<file path="config.mk">
export PLATFORM = sky130hd
export DESIGN_NAME = vga_timing_gen
export DESIGN_NICKNAME = d
export VERILOG_FILES = /design/src/rtl/vga_timing_gen.sv
export SDC_FILE = /design/constraint.sdc
export NUM_CORES = 1
export LEC_CHECK = 0
export BUFFER_PORTS_ARGS = -buffer_cell sky130_fd_sc_hd__buf_2
export CAP_MARGIN = 10
export CORE_AREA = 2 2 107 109
export DETAILED_ROUTE_END_ITERATION = 10
export DIE_AREA = 0 0 109 111
export GPL_ROUTABILITY_DRIVEN = 0
export PLACE_DENSITY = 0.58
export SYNTH_ARGS = -nofsm -noshare
export SYNTH_HDL_FRONTEND = slang
export SYNTH_SLANG_ARGS = --single-unit
export TNS_END_PERCENT = 50
</file>
<file path="constraint.sdc">
create_clock -name i_clock -period 6.2 [get_ports i_clock]
set_clock_uncertainty 0.1 [all_clocks]
set_input_delay 1.24 -clock i_clock [delete_from_list [all_inputs] [get_ports i_clock]]
set_output_delay 1.24 -clock i_clock [all_outputs]
set_load 0.02 [all_outputs]
</file>
<file path="src/rtl/vga_timing_gen.sv">
// Parametrised VGA timing generator: divided pixel clock, sync/data-enable, scaled framebuffer address.
// Define VGA_TIMING_DOUBLE_BUFFER_EN for front/back base selection swapped at vblank entry.
module vga_timing_gen #(
  parameter int unsigned H_ACTIVE    = 640,
  parameter int unsigned H_FRONT     = 16,
  parameter int unsigned H_SYNC      = 96,
  parameter int unsigned H_BACK      = 48,
  parameter int unsigned V_ACTIVE    = 480,
  parameter int unsigned V_FRONT     = 10,
  parameter int unsigned V_SYNC      = 2,
  parameter int unsigned V_BACK      = 33,
  parameter int unsigned HSYNC_POL   = 0,
  parameter int unsigned VSYNC_POL   = 0,
  parameter int unsigned CLOCK_DIV   = 2,
  parameter int unsigned SCALE_SHIFT = 1,
  parameter int unsigned ADDR_WIDTH  = 17
) (
  input  logic                  i_clock,
  input  logic                  i_reset_n,
  input  logic [ADDR_WIDTH-1:0] i_base,
`ifdef VGA_TIMING_DOUBLE_BUFFER_EN
  input  logic                  i_swap,
  output logic                  o_front_sel,
`endif
  output logic                  o_vga_clock,
  output logic                  o_hsync,
  output logic                  o_vsync,
  output logic                  o_data_enable,
  output logic [ADDR_WIDTH-1:0] o_vga_address,
  output logic                  o_frame_start,
  output logic                  o_line_start,
  output logic                  o_vblank
);

  localparam int unsigned H_TOTAL      = H_ACTIVE + H_FRONT + H_SYNC + H_BACK;
  localparam int unsigned V_TOTAL      = V_ACTIVE + V_FRONT + V_SYNC + V_BACK;
  localparam int unsigned HW           = $clog2(H_TOTAL);
  localparam int unsigned VW           = $clog2(V_TOTAL);
  localparam int unsigned DW           = $clog2(CLOCK_DIV);
  localparam int unsigned DIV_HALF     = CLOCK_DIV / 2;
  localparam int unsigned H_SYNC_START = H_ACTIVE + H_FRONT;
  localparam int unsigned H_SYNC_END   = H_SYNC_START + H_SYNC;
  localparam int unsigned V_SYNC_START = V_ACTIVE + V_FRONT;
  localparam int unsigned V_SYNC_END   = V_SYNC_START + V_SYNC;
  localparam int unsigned LINE_STRIDE  = H_ACTIVE >> SCALE_SHIFT;
  localparam int unsigned SCALE_MASK   = (1 << SCALE_SHIFT) - 1;
  localparam logic        HS_ON        = 1'(HSYNC_POL);
  localparam logic        VS_ON        = 1'(VSYNC_POL);

  logic [DW-1:0]         div_cnt;
  logic [DW-1:0]         div_next;
  logic                  tick;
  logic [HW-1:0]         h_cnt;
  logic [VW-1:0]         v_cnt;
  logic [VW-1:0]         v_inc;
  logic [31:0]           h_pos;
  logic [31:0]           v_pos;
  logic                  h_last;
  logic                  v_last;
  logic                  h_vis;
  logic                  v_vis;
  logic                  hs_on;
  logic                  vs_on;
  logic                  frame_origin;
  logic                  stride_step;
  logic [ADDR_WIDTH-1:0] line_off;
  logic [ADDR_WIDTH-1:0] base_latched;
  logic [ADDR_WIDTH-1:0] frame_base;
  logic [ADDR_WIDTH-1:0] pix_addr;

`ifdef VGA_TIMING_DOUBLE_BUFFER_EN
  logic                  swap_req;
  logic                  swap_now;
  logic [ADDR_WIDTH-1:0] front_base;
`endif

  // Position decode and address formation for the current pixel
  always_comb begin
    tick         = div_cnt == DW'(CLOCK_DIV - 1);
    div_next     = tick ? '0 : div_cnt + DW'(1);
    h_pos        = 32'(h_cnt);
    v_pos        = 32'(v_cnt);
    h_last       = h_pos == H_TOTAL - 1;
    v_last       = v_pos == V_TOTAL - 1;
    v_inc        = v_cnt + VW'(1);
    stride_step  = (v_inc & VW'(SCALE_MASK)) == '0;
    h_vis        = h_pos < H_ACTIVE;
    v_vis        = v_pos < V_ACTIVE;
    hs_on        = (h_pos >= H_SYNC_START) && (h_pos < H_SYNC_END);
    vs_on        = (v_pos >= V_SYNC_START) && (v_pos < V_SYNC_END);
    frame_origin = (h_cnt == '0) && (v_cnt == '0);
`ifdef VGA_TIMING_DOUBLE_BUFFER_EN
    frame_base   = front_base;
    swap_now     = tick && (h_cnt == '0) && (v_pos == V_ACTIVE) && swap_req;
`else
    frame_base   = i_base;
`endif
    // At (0,0) the base register is being loaded this tick, so bypass it
    pix_addr     = (frame_origin ? frame_base : base_latched)
                 + ADDR_WIDTH'(h_cnt >> SCALE_SHIFT) + line_off;
  end

  // System-clock divider and pixel clock
  always_ff @(posedge i_clock or negedge i_reset_n) begin
    if (!i_reset_n) begin
      div_cnt     <= '0;
      o_vga_clock <= 1'b0;
    end else begin
      div_cnt     <= div_next;
      o_vga_clock <= 32'(div_next) >= DIV_HALF;
    end
  end

  // Raster counters and line-base accumulator (one stride every 2^SCALE_SHIFT lines)
  always_ff @(posedge i_clock or negedge i_reset_n) begin
    if (!i_reset_n) begin
      h_cnt    <= '0;
      v_cnt    <= '0;
      line_off <= '0;
    end else if (tick) begin
      if (h_last) begin
        h_cnt <= '0;
        if (v_last) begin
          v_cnt    <= '0;
          line_off <= '0;
        end else begin
          v_cnt <= v_inc;
          if (stride_step) begin
            line_off <= line_off + ADDR_WIDTH'(LINE_STRIDE);
          end
        end
      end else begin
        h_cnt <= h_cnt + HW'(1);
      end
    end
  end

  // Video outputs: updated on the tick, held between ticks
  always_ff @(posedge i_clock or negedge i_reset_n) begin
    if (!i_reset_n) begin
      o_hsync       <= ~HS_ON;
      o_vsync       <= ~VS_ON;
      o_data_enable <= 1'b0;
      o_vblank      <= 1'b0;
      o_vga_address <= '0;
      base_latched  <= '0;
    end else if (tick) begin
      o_hsync       <= hs_on ? HS_ON : ~HS_ON;
      o_vsync       <= vs_on ? VS_ON : ~VS_ON;
      o_data_enable <= h_vis && v_vis;
      o_vblank      <= !v_vis;
      if (h_vis && v_vis) begin
        o_vga_address <= pix_addr;
      end
      if (frame_origin) begin
        base_latched <= frame_base;
      end
    end
  end

  // Single-system-clock strobes for the video DMA
  always_ff @(posedge i_clock or negedge i_reset_n) begin
    if (!i_reset_n) begin
      o_frame_start <= 1'b0;
      o_line_start  <= 1'b0;
    end else begin
      o_frame_start <= tick && frame_origin;
      o_line_start  <= tick && (h_cnt == '0) && v_vis;
    end
  end

`ifdef VGA_TIMING_DOUBLE_BUFFER_EN
  // Swap request honoured at vblank entry; a request during the honour cycle waits a frame
  always_ff @(posedge i_clock or negedge i_reset_n) begin
    if (!i_reset_n) begin
      swap_req    <= 1'b0;
      front_base  <= '0;
      o_front_sel <= 1'b0;
    end else begin
      swap_req <= (swap_req && !swap_now) || i_swap;
      if (swap_now) begin
        front_base  <= i_base;
        o_front_sel <= ~o_front_sel;
      end
    end
  end
`endif

endmodule

</file>
* Word level (Yosys, flattened, before mapping) *
Cells that the tools add are included.

storage, ports and cells
  output and inout bits = 24
  register bits = 79

operators by class
  order comparisons = 7
  reduce and logical (&&, ||, !) cells = 15
  equality and inequality tests = 2
  muxes and demuxes = 8
  add/sub/neg operators = 6

operators with widths
  operator                                                                              number
  17-bit 2-to-1 mux                                                                     3
  10-bit logical NOT                                                                    3
  10-bit by 1-bit adder with 10-bit output, second input constant                       2
  10-bit == test, second input constant                                                 2
  10-bit < comparator, second input constant                                            2
  10-bit by 9-bit < comparator with 1-bit output, second input constant                 2
  10-bit 2-to-1 mux                                                                     2
  17-bit adder                                                                          1
  17-bit by 9-bit adder with 17-bit output                                              1
  17-bit by 9-bit adder with 17-bit output, second input constant                       1
  10-bit greater-or-equal comparator, second input constant                             1
  10-bit by 9-bit greater-or-equal comparator with 1-bit output, second input constant  1
  1-bit logical AND                                                                     7
  2-bit AND reduction                                                                   2
  1-bit 2-to-1 mux                                                                      3
  3-bit AND reduction                                                                   1
  2-bit nonzero test                                                                    1
  1-bit adder, second input constant                                                    1
  1-bit greater-or-equal comparator, second input constant                              1
  1-bit logical NOT                                                                     1

* Depth between registers and ports, before layout *
Gate-level depths: netlist (run 1).

  depth in word-level cells = 5
  mapped depth = 15

* Worst setup path before layout (run 1) *
OpenSTA, ideal clock, no wires.

  kind = register -> register
  start = register v_cnt[0]
  end = register o_vga_address[16]
  arrival = 4408 ps
  setup time = 82 ps
  clock period less this slack = 4590 ps
  buffers on the path = 1
  path slack = 1610 ps
  stages on the path, launching flop included = 16
  path through = dfrtp_1 inv_1 ha_1 nor4b_2 nand2_1 nor4_4 clkbuf_1 mux2_2 fa_1 ha_1 a211oi_1 nor2_1 o41ai_1 a21oi_1 or4_1 a31oi_1

on the way
  longest elaborated chain between the ends = 5

RTL lines
  element                                   line  source
  from (decl)                               54    logic [VW-1:0] v_cnt;
  from (signal assigned)                    127   v_cnt <= v_inc;
  10-bit logical NOT                        91    frame_origin = (h_cnt == '0) && (v_cnt == '0);
  1-bit logical AND                         91
  17-bit 2-to-1 mux                         --
  17-bit by 9-bit adder with 17-bit output  100   + ADDR_WIDTH'(h_cnt >> SCALE_SHIFT) + line_off;
  17-bit adder                              100
  to (signal assigned)                      153   o_vga_address <= pix_addr;
  to (decl)                                 29    output logic [ADDR_WIDTH-1:0] o_vga_address,

Parallel ways exist; a longest one is shown, timed or not.
A chain may end at the register's enable or synchronous reset.

* Final worst setup path (run 1) *
  start = register v_cnt[0]
  end = register o_vga_address[15]

Same word-level chain as after synthesis.

==> summary.md, run 1 <==
| Metric | Value |
|---|---|
| Status | `complete, no violations` |
| Hpwl dp | `6.33 mm` |
| Crit path largest cell delay | `830 ps` |
| Critical Path Source Type | `flop` |
| Placed Cells incl. Taps | `585` |
| Post-synth top area share | `41.9%` |
| TritonCTS Sinks | `72` |
| ANT cells | `0` |
| Final net count | `509` |
| Starting Density | `37.7%` |
| Final period util | `79.3%` |
| Synth Flop Type | `dfrtp_1` |
| Drt drc | `0` |
| Cell variety after synth | `47` |
| Largest cells by area after synthesis | `dfrtp_1 42%, ha_1 9.9%, mux2_2 9.2%, xnor2_1 5.2%, nand2_1 4.2%` |
| Area growth syn-to-layout | `16.8%` |
| Wire per inst | `14.4 µm` |
| Crit path cell chain | `inv_1 > ha_1 > nor4b_2 > nand2_1 > nor4_4 > buf_4 > mux2_2 > ha_1 > ha_1 > fa_1 > a211oi_1 > o21bai_1 > a2111oi_0 > nor2_1 > a311o_1 > nand3_1` |
| Non-Filler Instances | `601` |
| Arrival time at the worst endpoint | `5090 ps` |
| Hold EP | `o_vga_address[2]` |
| Max_slew headroom | `34.9%` |
| Syn_area_per_cell | `10.2 µm²` |
| Core area | `11,100 µm²` |
| Syn. warnings | `0` |
| Antenna violations before repair | `0` |
| Hold depth | `2` |
| Max-slew violations | `0` |
| Worst Hold Slack | `363 ps` |
| Synthesized cell area | `4180 µm²` |
| Slew of the pin with the lowest slew margin | `952 ps` |
| Critical path type | `reg -> reg` |
| Worst-path fanout max | `19` |
| Antenna viol nets, final | `0` |
| Largest net degree at the start of global routing | `73` |
| Cts hold-fix bufs | `0` |
| Commonest non-fill, non-tap cell in the layout | `dfrtp_1` |
| Crit-path most repeated cell | `ha_1` |
| Setup violations, final | `0` |
| Clock H-tree levels | `3` |
| Gr ovfl total | `0` |
| Share of layout cells above drive strength 1 | `21.4%` |
| RSZ-0062 raised after global routing | `no` |
| Setup TNS | `0 ps` |
| Hold Crit Class | `reg -> reg` |
| Die width | `109 µm` |
| Register area share after synthesis | `43.2%` |
| Skew-Pair Late Insertion Delay | `340 ps` |
| Number of synthesized flops with an enable pin | `0` |
| CTS tree | `built` |
| Pwr dens | `239 nW/µm²` |
| R2R Path End | `o_vga_address[15]` |
| First-pass iteration count of the detailed router | `4` |
| Fillers | `1,037` |
| Beginning of the worst hold path | `o_vga_address[2]` |
| Achievable Freq | `203 MHz` |
| WL final | `8.65 mm` |
| Vias in the first global route | `3,071` |
| Most frequent cells in the layout | `70 x dfrtp_1, 47 x nand2_1, 42 x buf_2` |
| Crit end category | `flop` |
| Root buf cell | `clkbuf_16` |
| IO Port Bufs | `42` |
| Clock transition at path regs | `60 ps` |
| Final hold vios | `0` |
| Post-DR vias/cell | `5.06` |
| First-pass GRT wire length | `14.9 mm` |
| VDD IR-drop max | `0.000107 V` |
| Syn_nets | `464` |
| Die Y | `111 µm` |
| Worst reg2reg path depth | `16` |
| Crit path required time | `6370 ps` |
| Crit path buffers/inverters | `2` |
| I/O Pins | `43` |
| Die ar. | `12,100 µm²` |
| Async SR Flop Fraction | `100%` |
| Max-cap violations | `0` |
| Post-CTS sizing | `0` |
| Synth Register Bits | `72` |
| R2r setup slk | `1280 ps` |
| Most area-hungry cell type in the Yosys netlist | `dfrtp_1` |
| Post-Syn Instances | `408` |
| CTS Buf Count | `9` |
| # rows | `39` |
| Post-CTS setup buffers | `0` |
| Via count | `3,044` |
| Leakage power | `0.00221 µW` |
| Tmin final | `4920 ps` |
| DR iter-0 viols | `126` |
| Clock Path Buffers | `2` |
| CP max-delay cell | `a2111oi_0` |
| Reg2reg start | `v_cnt[0]` |
| GRT Total Usage | `15.8%` |
| Delay-heaviest family, CP | `compound AO/OA/AOI/OAI gates` |
where the power goes:
group,leakage [µW],internal (µW),switching [µW],total (µW)
clock network,0.000166,392,200,592
logic,0.00114,34.3,50.2,84.5
registers,0.000900,485,6.68,491
worst max-delay path by stage:
stage / start / end / cells after the start
global placement: v_cnt[0] / o_vga_address[15] / 16
finish: v_cnt[0] / o_vga_address[15] / 16
floorplan: v_cnt[0] / o_vga_address[16] / 15
global route: v_cnt[0] / o_vga_address[9] / 16
detailed placement: v_cnt[0] / o_vga_address[15] / 16
CTS: v_cnt[0] / o_vga_address[15] / 16
synth_stat cells (all sizes together) (3+ instances only):
library cell  number
a211oi             5
dfrtp             70
mux2              34
nand3             13
o31ai              4
a21o               5
xnor2             25
nand4              6
clkbuf             8
nor4b              3
nand2             47
fa                 4
a2111oi            3
and3               8
a21oi             13
o21bai             5
nor4               5
nor3               5
ha                33
or3                3
o21ai             26
nor2              38
xor2               8
inv               11
worst register-to-register path, delay by kind of cell, from the launching register on:
| family | cells | cell delay [ps] |
|---|---|---|
| flops | 1 | 420 |
| buf+inv | 2 | 440 |
| simple gates | 5 | 890 |
| fa+ha+maj | 4 | 1090 |
| mux | 1 | 380 |
| compound gates | 4 | 1520 |
kinds of logic after synthesis:
family	synth area share [%]
flops	43.2
xor+xnor	6.92
compound gates	10.6
fa+ha+maj	11.8
simple gates	16.2
mux	9.40
buf+inv	1.95
stage by stage:
step           power [µW]  worst slack [ps]  utilization (%)  cell area, µm²
2_1_floorplan         549              1610                -            4180
4_1_cts              1180              1250             44.1            4880
3_3_place_gp          583              1460             41.0            4540
3_5_place_dp          585              1300             41.0            4540
5_1_grt              1220               954             44.1            4880
6_report             1170              1280             44.1            4880
routing by layer:
metal,share of wire [%],track usage (%)
met4,1.8,6.67
met2,45,23.7
met5,0,0
met1,50,21.9
met3,3.1,3.35
state kept, by name (all words and copies together) (netlist names):
register	cells
base_latched	17
o_vga_address	17
line_off	11
h_cnt	10
v_cnt	10
div_cnt	1
o_data_enable	1
o_frame_start	1
o_hsync	1
o_line_start	1
o_vblank	1
o_vsync	1
final cells by class:
cell class,count,area [µm²],share of cell area (%)
inverter,11,41.3,0.846
multi-input combinational,315,2290,47.0
clock buffer,10,229,4.69
tap,143,179,3.67
timing repair buffer,44,225,4.61
clock inverter,6,109,2.23
sequential,72,1800,37.0
Power figures use the tool's default switching activity.
==> run 2, diff against run 1 <==
Clock period 6.2 ns to 5.05 ns, I/O delays scaled along.
==> run 2 against run 1 <==
  * Non-clock buffer count rose by 2
  * Sequential power rose by 23%
  * Die area did not move
  * Core utilization fell by 0.24 points
  * Critical path depth fell by 2
  * Sequential share of layout area rose by 0.20 points
  * Worst setup slack got worse by 820 ps
  * Clock power rose by 6.9%
  * Critical path type unchanged
  * Largest power group unchanged
  * Highest routed layer unchanged
==> summary.md, run 2 (same netlist as run 1, synthesis figures left out) <==
| Metric | Value |
|---|---|
| Status | `complete, no violations` |
| RSZ-0062 raised after global routing | `no` |
| Share of layout cells above drive strength 1 | `22.0% (+0.56 points)` |
| IO Port Bufs | `42 (unchanged)` |
| Largest net degree at the start of global routing | `73 (unchanged)` |
| Hold Crit Class | `reg -> reg` |
| Vias in the first global route | `3,092 (+0.68%)` |
| Final net count | `511 (+0.39%)` |
| Skew-Pair Late Insertion Delay | `340 ps (about the same)` |
| Die ar. | `12,100 µm² (unchanged)` |
| I/O Pins | `43 (unchanged)` |
| Slew of the pin with the lowest slew margin | `920 ps (-32.6 ps)` |
| Via count | `3,106 (+2.0%)` |
| Crit path required time | `5200 ps (-1170 ps)` |
| Leakage power | `0.00219 µW (-0.86%)` |
| Final Total Pwr | `1340 µW (+15%)` |
| Post-CTS setup buffers | `0 (unchanged)` |
| Post-CTS sizing | `0 (unchanged)` |
| Cell area after placement | `4560 µm² (+0.33%)` |
| Die width | `109 µm (unchanged)` |
| Gr ovfl total | `0 (unchanged)` |
| Arrival time at the worst endpoint | `4740 ps (-350 ps)` |
| Area growth syn-to-layout | `16.2%` |
| Max-cap violations | `0 (unchanged)` |
| Max-slew violations | `0 (unchanged)` |
| Post-DR vias/cell | `5.15 (+1.7%)` |
| Most frequent cells in the layout | `70 x dfrtp_1, 47 x nand2_1, 42 x buf_2` |
| Worst-path fanout max | `6 (-13)` |
| Worst reg2reg path depth | `14 (-2)` |
| Setup TNS | `0 ps (unchanged)` |
| Final period util | `90.9% (+12 points)` |
| TritonCTS Sinks | `72 (unchanged)` |
| Clock transition at path regs | `60 ps (about the same)` |
| First-pass iteration count of the detailed router | `4 (unchanged)` |
| Commonest non-fill, non-tap cell in the layout | `dfrtp_1` |
| ANT cells | `0 (unchanged)` |
| Top flop regs | `base_latched x17, o_vga_address x17, line_off x11` |
| Final hold vios | `0 (unchanged)` |
| Clock Path Buffers | `2 (unchanged)` |
| WL final | `8.64 mm (about the same)` |
| Critical path type | `reg -> reg` |
| CTS tree | `built` |
| Clock H-tree levels | `3 (unchanged)` |
| Worst Hold Slack | `366 ps (+2.49 ps)` |
| Wire per inst | `14.3 µm (-0.35%)` |
| Max_slew headroom | `37.1% (+2.2 points)` |
| Achievable Freq | `218 MHz (+7.2%)` |
| Die Y | `111 µm (unchanged)` |
| Starting Density | `37.7% (unchanged)` |
| Critical Path Source Type | `flop` |
| Non-Filler Instances | `603 (+0.33%)` |
| Hpwl dp | `6.37 mm (+0.59%)` |
| Antenna violations before repair | `0 (unchanged)` |
| Crit end category | `flop` |
| Final Cell Area | `4850 µm² (-0.54%)` |
| Tmin final | `4590 ps (-330 ps)` |
| Placed Cells incl. Taps | `587 (+0.34%)` |
| GRT Total Usage | `16.0% (+0.18 points)` |
| Antenna viol nets, final | `0 (unchanged)` |
| Hold depth | `2 (unchanged)` |
| First-pass GRT wire length | `15.0 mm (+0.46%)` |
| CTS Buf Count | `9 (unchanged)` |
| Core area | `11,100 µm² (unchanged)` |
| Cts hold-fix bufs | `0 (unchanged)` |
| Pwr dens | `276 nW/µm² (+15%)` |
| VDD IR-drop max | `0.000141 V (+31%)` |
| DR iter-0 viols | `101 (-20%)` |
| # rows | `39 (unchanged)` |
| Setup violations, final | `0 (unchanged)` |
| Root buf cell | `clkbuf_16` |
| Drt drc | `0 (unchanged)` |
-- run 2: cell type report --
| class | count | area (µm²) |
|---|---|---|
| Clock buffer | 9 | 225 |
| Clock inverter | 7 | 71.3 |
| Fill cell | 1049 | 6220 |
| Inverter | 11 | 41.3 |
| Multi-Input combinational cell | 315 | 2290 |
| Sequential cell | 72 | 1800 |
| Tap cell | 143 | 179 |
| Timing Repair Buffer | 46 | 240 |
-- run 2: through the flow --
step / util (%) / worst slack, ps
global route: 43.8 / 30.1
CTS: 43.8 / 480
global placement: 41.1 / 608
finish: 43.8 / 462
detailed placement: 41.1 / 530
floorplan: - / 460
-- run 2: worst paths after layout --
path / startpoint / endpoint / slack, ps
max in group asynchronous: i_reset_n / h_cnt[8] / 3480
worst max register to register: v_cnt[0] / o_vga_address[16] / 460
min in group asynchronous: i_reset_n / o_vga_address[16] / 780
worst max-delay path: v_cnt[0] / o_vga_address[16] / 460
worst min register to register: o_vga_address[2] / o_vga_address[2] / 370
worst min-delay path: o_vga_address[2] / o_vga_address[2] / 370
-- run 2: layer usage --
layer	GRT usage, %	wire, µm
met1	22.0	4240
met2	24.0	3930
met3	3.47	286
met4	6.84	179
met5	0	0
-- run 2: critical path, cell delays in order (launching register included) --
cell	delay, ps
dfrtp_1	410
inv_1	120
ha_1	150
nor4b_2	260
nand2_1	140
nor4_4	460
mux2_2	410
fa_1	440
ha_1	360
a211oi_1	250
nor2_1	90
o41ai_1	480
a21oi_1	150
or4_1	480
a31oi_1	190
-- run 2: power by group --
part | internal (µW) | switching [µW] | total (µW) | leakage [µW]
combinational | 42.2 | 60.8 | 103 | 0.00115
clock | 382 | 251 | 633 | 0.000138
sequential | 595 | 8.29 | 603 | 0.000900
==> run 3, diff against run 2 <==
Clock period 5.05 ns to 5.65 ns, I/O delays scaled along.
==> run 3 against run 2 <==
  * Maximum frequency is 6.7% lower
  * First-iteration DRC count increased by 88%
  * Combinational power decreased by 9.6%
  * Routed wire length rose by 1.5%
  * Non-clock buffer count shrank 2
  * Final area down 0.46%
  * Count of clock-buffer cells in the layout is 3 higher
  * Total power is 11% lower
  * Flip-flop and latch count unchanged
  * Sequential power shrank 11%
  * Sequential share of layout area up 0.17 points
  * Largest cell class unchanged
  * Largest power group unchanged
==> summary.md, run 3 (same netlist as run 1, synthesis figures left out) <==
| Metric | Value |
|---|---|
| Crit end category | `flop` |
| Final Cell Area | `4830 µm² (-0.46%)` |
| Final period util | `87.0% (-3.9 points)` |
| Crit path required time | `5800 ps (+600 ps)` |
| Setup TNS | `0 ps (unchanged)` |
| Antenna viol nets, final | `0 (unchanged)` |
| Slew of the pin with the lowest slew margin | `1220 ps (+301 ps)` |
| CTS Buf Count | `9 (unchanged)` |
| Hold depth | `1 (-1)` |
| ANT cells | `0 (unchanged)` |
| Arrival time at the worst endpoint | `5070 ps (+330 ps)` |
| First-pass GRT wire length | `14.8 mm (-0.79%)` |
| Max-slew violations | `0 (unchanged)` |
| Vias in the first global route | `2,974 (-3.8%)` |
| R2r setup slk | `730 ps (+270 ps)` |
| Skew-Pair Late Insertion Delay | `330 ps (about the same)` |
| Reg2reg start | `v_cnt[0]` |
| Clock transition at path regs | `60 ps (about the same)` |
| Largest net degree at the start of global routing | `39 (-47%)` |
| Worst-path fanout max | `14 (+8)` |
| Final hold vios | `0 (unchanged)` |
| Die ar. | `12,100 µm² (unchanged)` |
| WL final | `8.78 mm (+1.5%)` |
| Worst reg2reg path depth | `15 (+1)` |
| Antenna violations before repair | `0 (unchanged)` |
| Post-DR vias/cell | `5.07 (-1.6%)` |
| Clock H-tree levels | `3 (unchanged)` |
| IO Port Bufs | `42 (unchanged)` |
| Share of layout cells above drive strength 1 | `21.0% (-0.95 points)` |
| Worst Hold Slack | `368 ps (+2.50 ps)` |
| Final net count | `509 (-0.39%)` |
| GRT Total Usage | `15.8% (-0.20 points)` |
| Starting Density | `37.7% (unchanged)` |
| Hold EP | `o_vga_address[6]` |
| Leakage power | `0.00218 µW (-0.41%)` |
| Commonest non-fill, non-tap cell in the layout | `dfrtp_1` |
| # rows | `39 (unchanged)` |
| Achievable Freq | `203 MHz (-6.7%)` |
| Cts hold-fix bufs | `0 (unchanged)` |
| DR iter-0 viols | `190 (+88%)` |
| Setup violations, final | `0 (unchanged)` |
| Core area | `11,100 µm² (unchanged)` |
| Final Total Pwr | `1190 µW (-11%)` |
| Tmin final | `4920 ps (+327 ps)` |
| Top flop regs | `base_latched x17, o_vga_address x17, line_off x11` |
| Gr ovfl total | `0 (unchanged)` |
| Via count | `3,041 (-2.1%)` |
| CP max-delay cell | `or4_1` |
| Most frequent cells in the layout | `70 x dfrtp_1, 47 x nand2_1, 42 x buf_2` |
| R2R Path End | `o_vga_address[16]` |
| CTS tree | `built` |
| Crit path largest cell delay | `510 ps (+30 ps)` |
| Drt drc | `0 (unchanged)` |
| Crit-path most repeated cell | `ha_1` |
| Critical Path Source Type | `flop` |
| Post-CTS setup buffers | `0 (unchanged)` |
| Cell area after placement | `4540 µm² (-0.33%)` |
| Beginning of the worst hold path | `o_vga_address[6]` |
| Critical path type | `reg -> reg` |
| Area growth syn-to-layout | `15.6%` |
| Root buf cell | `clkbuf_16` |
| Clock Path Buffers | `2 (unchanged)` |
| RSZ-0062 raised after global routing | `no` |
| TritonCTS Sinks | `72 (unchanged)` |
| Post-CTS sizing | `0 (unchanged)` |
| Max_slew headroom | `16.5% (-21 points)` |
| Hold Crit Class | `reg -> reg` |
| Pwr dens | `247 nW/µm² (-11%)` |
| First-pass iteration count of the detailed router | `5 (+1)` |
| Wire per inst | `14.6 µm (+2.0%)` |
| Fillers | `1,025 (-2.3%)` |
| Hpwl dp | `6.48 mm (+1.7%)` |
| I/O Pins | `43 (unchanged)` |
| Max-cap violations | `0 (unchanged)` |
| VDD IR-drop max | `0.000109 V (-22%)` |
| Die Y | `111 µm (unchanged)` |
| Crit path cell chain | `inv_1 > ha_1 > nor4b_2 > nand2_1 > nor4_4 > buf_4 > mux2_2 > fa_1 > ha_1 > a211oi_1 > nor2_1 > o41ai_1 > a21oi_1 > or4_1 > a31oi_1` |
| Status | `complete, no violations` |
| Die width | `109 µm (unchanged)` |
==> run 3: changes by cell type in the layout (fill, tap and decap cells not counted), sizes merged <==
cell      previous run  this run
buf                 46        44
clkbuf               9        12
clkinv               2         1
clkinvlp             3         1
inv                 12        11
==> run 3: cell type report <==
| class | instances | area [µm²] | area share (%) |
|---|---|---|---|
| multi-input combinational | 315 | 2290 | 47.5 |
| sequential | 72 | 1800 | 37.3 |
| clock buffer | 12 | 246 | 5.10 |
| timing repair buffer | 44 | 225 | 4.66 |
| tap | 143 | 179 | 3.70 |
| clock inverter | 3 | 42.5 | 0.880 |
| inverter | 11 | 41.3 | 0.854 |
==> run 3: how the worst max path moves through the flow <==
stage / start / endpoint / slack [ps]
floorplan: v_cnt[0] / o_vga_address[16] / 1060
global placement: v_cnt[0] / o_vga_address[16] / 900
detailed placement: v_cnt[0] / o_vga_address[16] / 800
CTS: v_cnt[0] / o_vga_address[16] / 760
global route: v_cnt[0] / o_vga_address[16] / 320
finish: v_cnt[0] / o_vga_address[16] / 730
==> run 3: critical path, delay by kind of cell (launching register included) <==
| family | cells | cell delay (ps) |
|---|---|---|
| flip-flops | 1 | 430 |
| AO/OA/AOI/OAI | 4 | 1060 |
| AND/OR/NAND/NOR | 5 | 1470 |
| buffers and inverters | 2 | 450 |
| multiplexers | 1 | 370 |
| adder cells (fa/ha/maj) | 3 | 950 |
==> run 3: layer usage <==
layer,vias up,wire length [µm],track usage (%)
li1,1541,-,-
met1,1441,4250,22.2
met2,57,4140,24.1
met3,2,342,3.70
met4,0,44,4.36
met5,-,0,0
==> run 3: metrics by stage <==
step / cells / utilization [%] / worst slack, ps
2_1_floorplan: 408 / - / 1060
5_1_grt: 600 / 43.6 / 315
3_5_place_dp: 585 / 41.0 / 796
6_report: 600 / 43.6 / 735
3_3_place_gp: 585 / 41.0 / 901
4_1_cts: 600 / 43.6 / 763
==> run 3: report_power, final <==
| part | internal [µW] | switching [µW] | leakage [µW] | total [µW] |
|---|---|---|---|---|
| Clock | 351 | 208 | 0.000139 | 559 |
| Sequential | 532 | 7.21 | 0.000900 | 539 |
| Combinational | 37.6 | 55.4 | 0.00114 | 93.1 |
| Total | 920 | 271 | 0.00218 | 1190 |
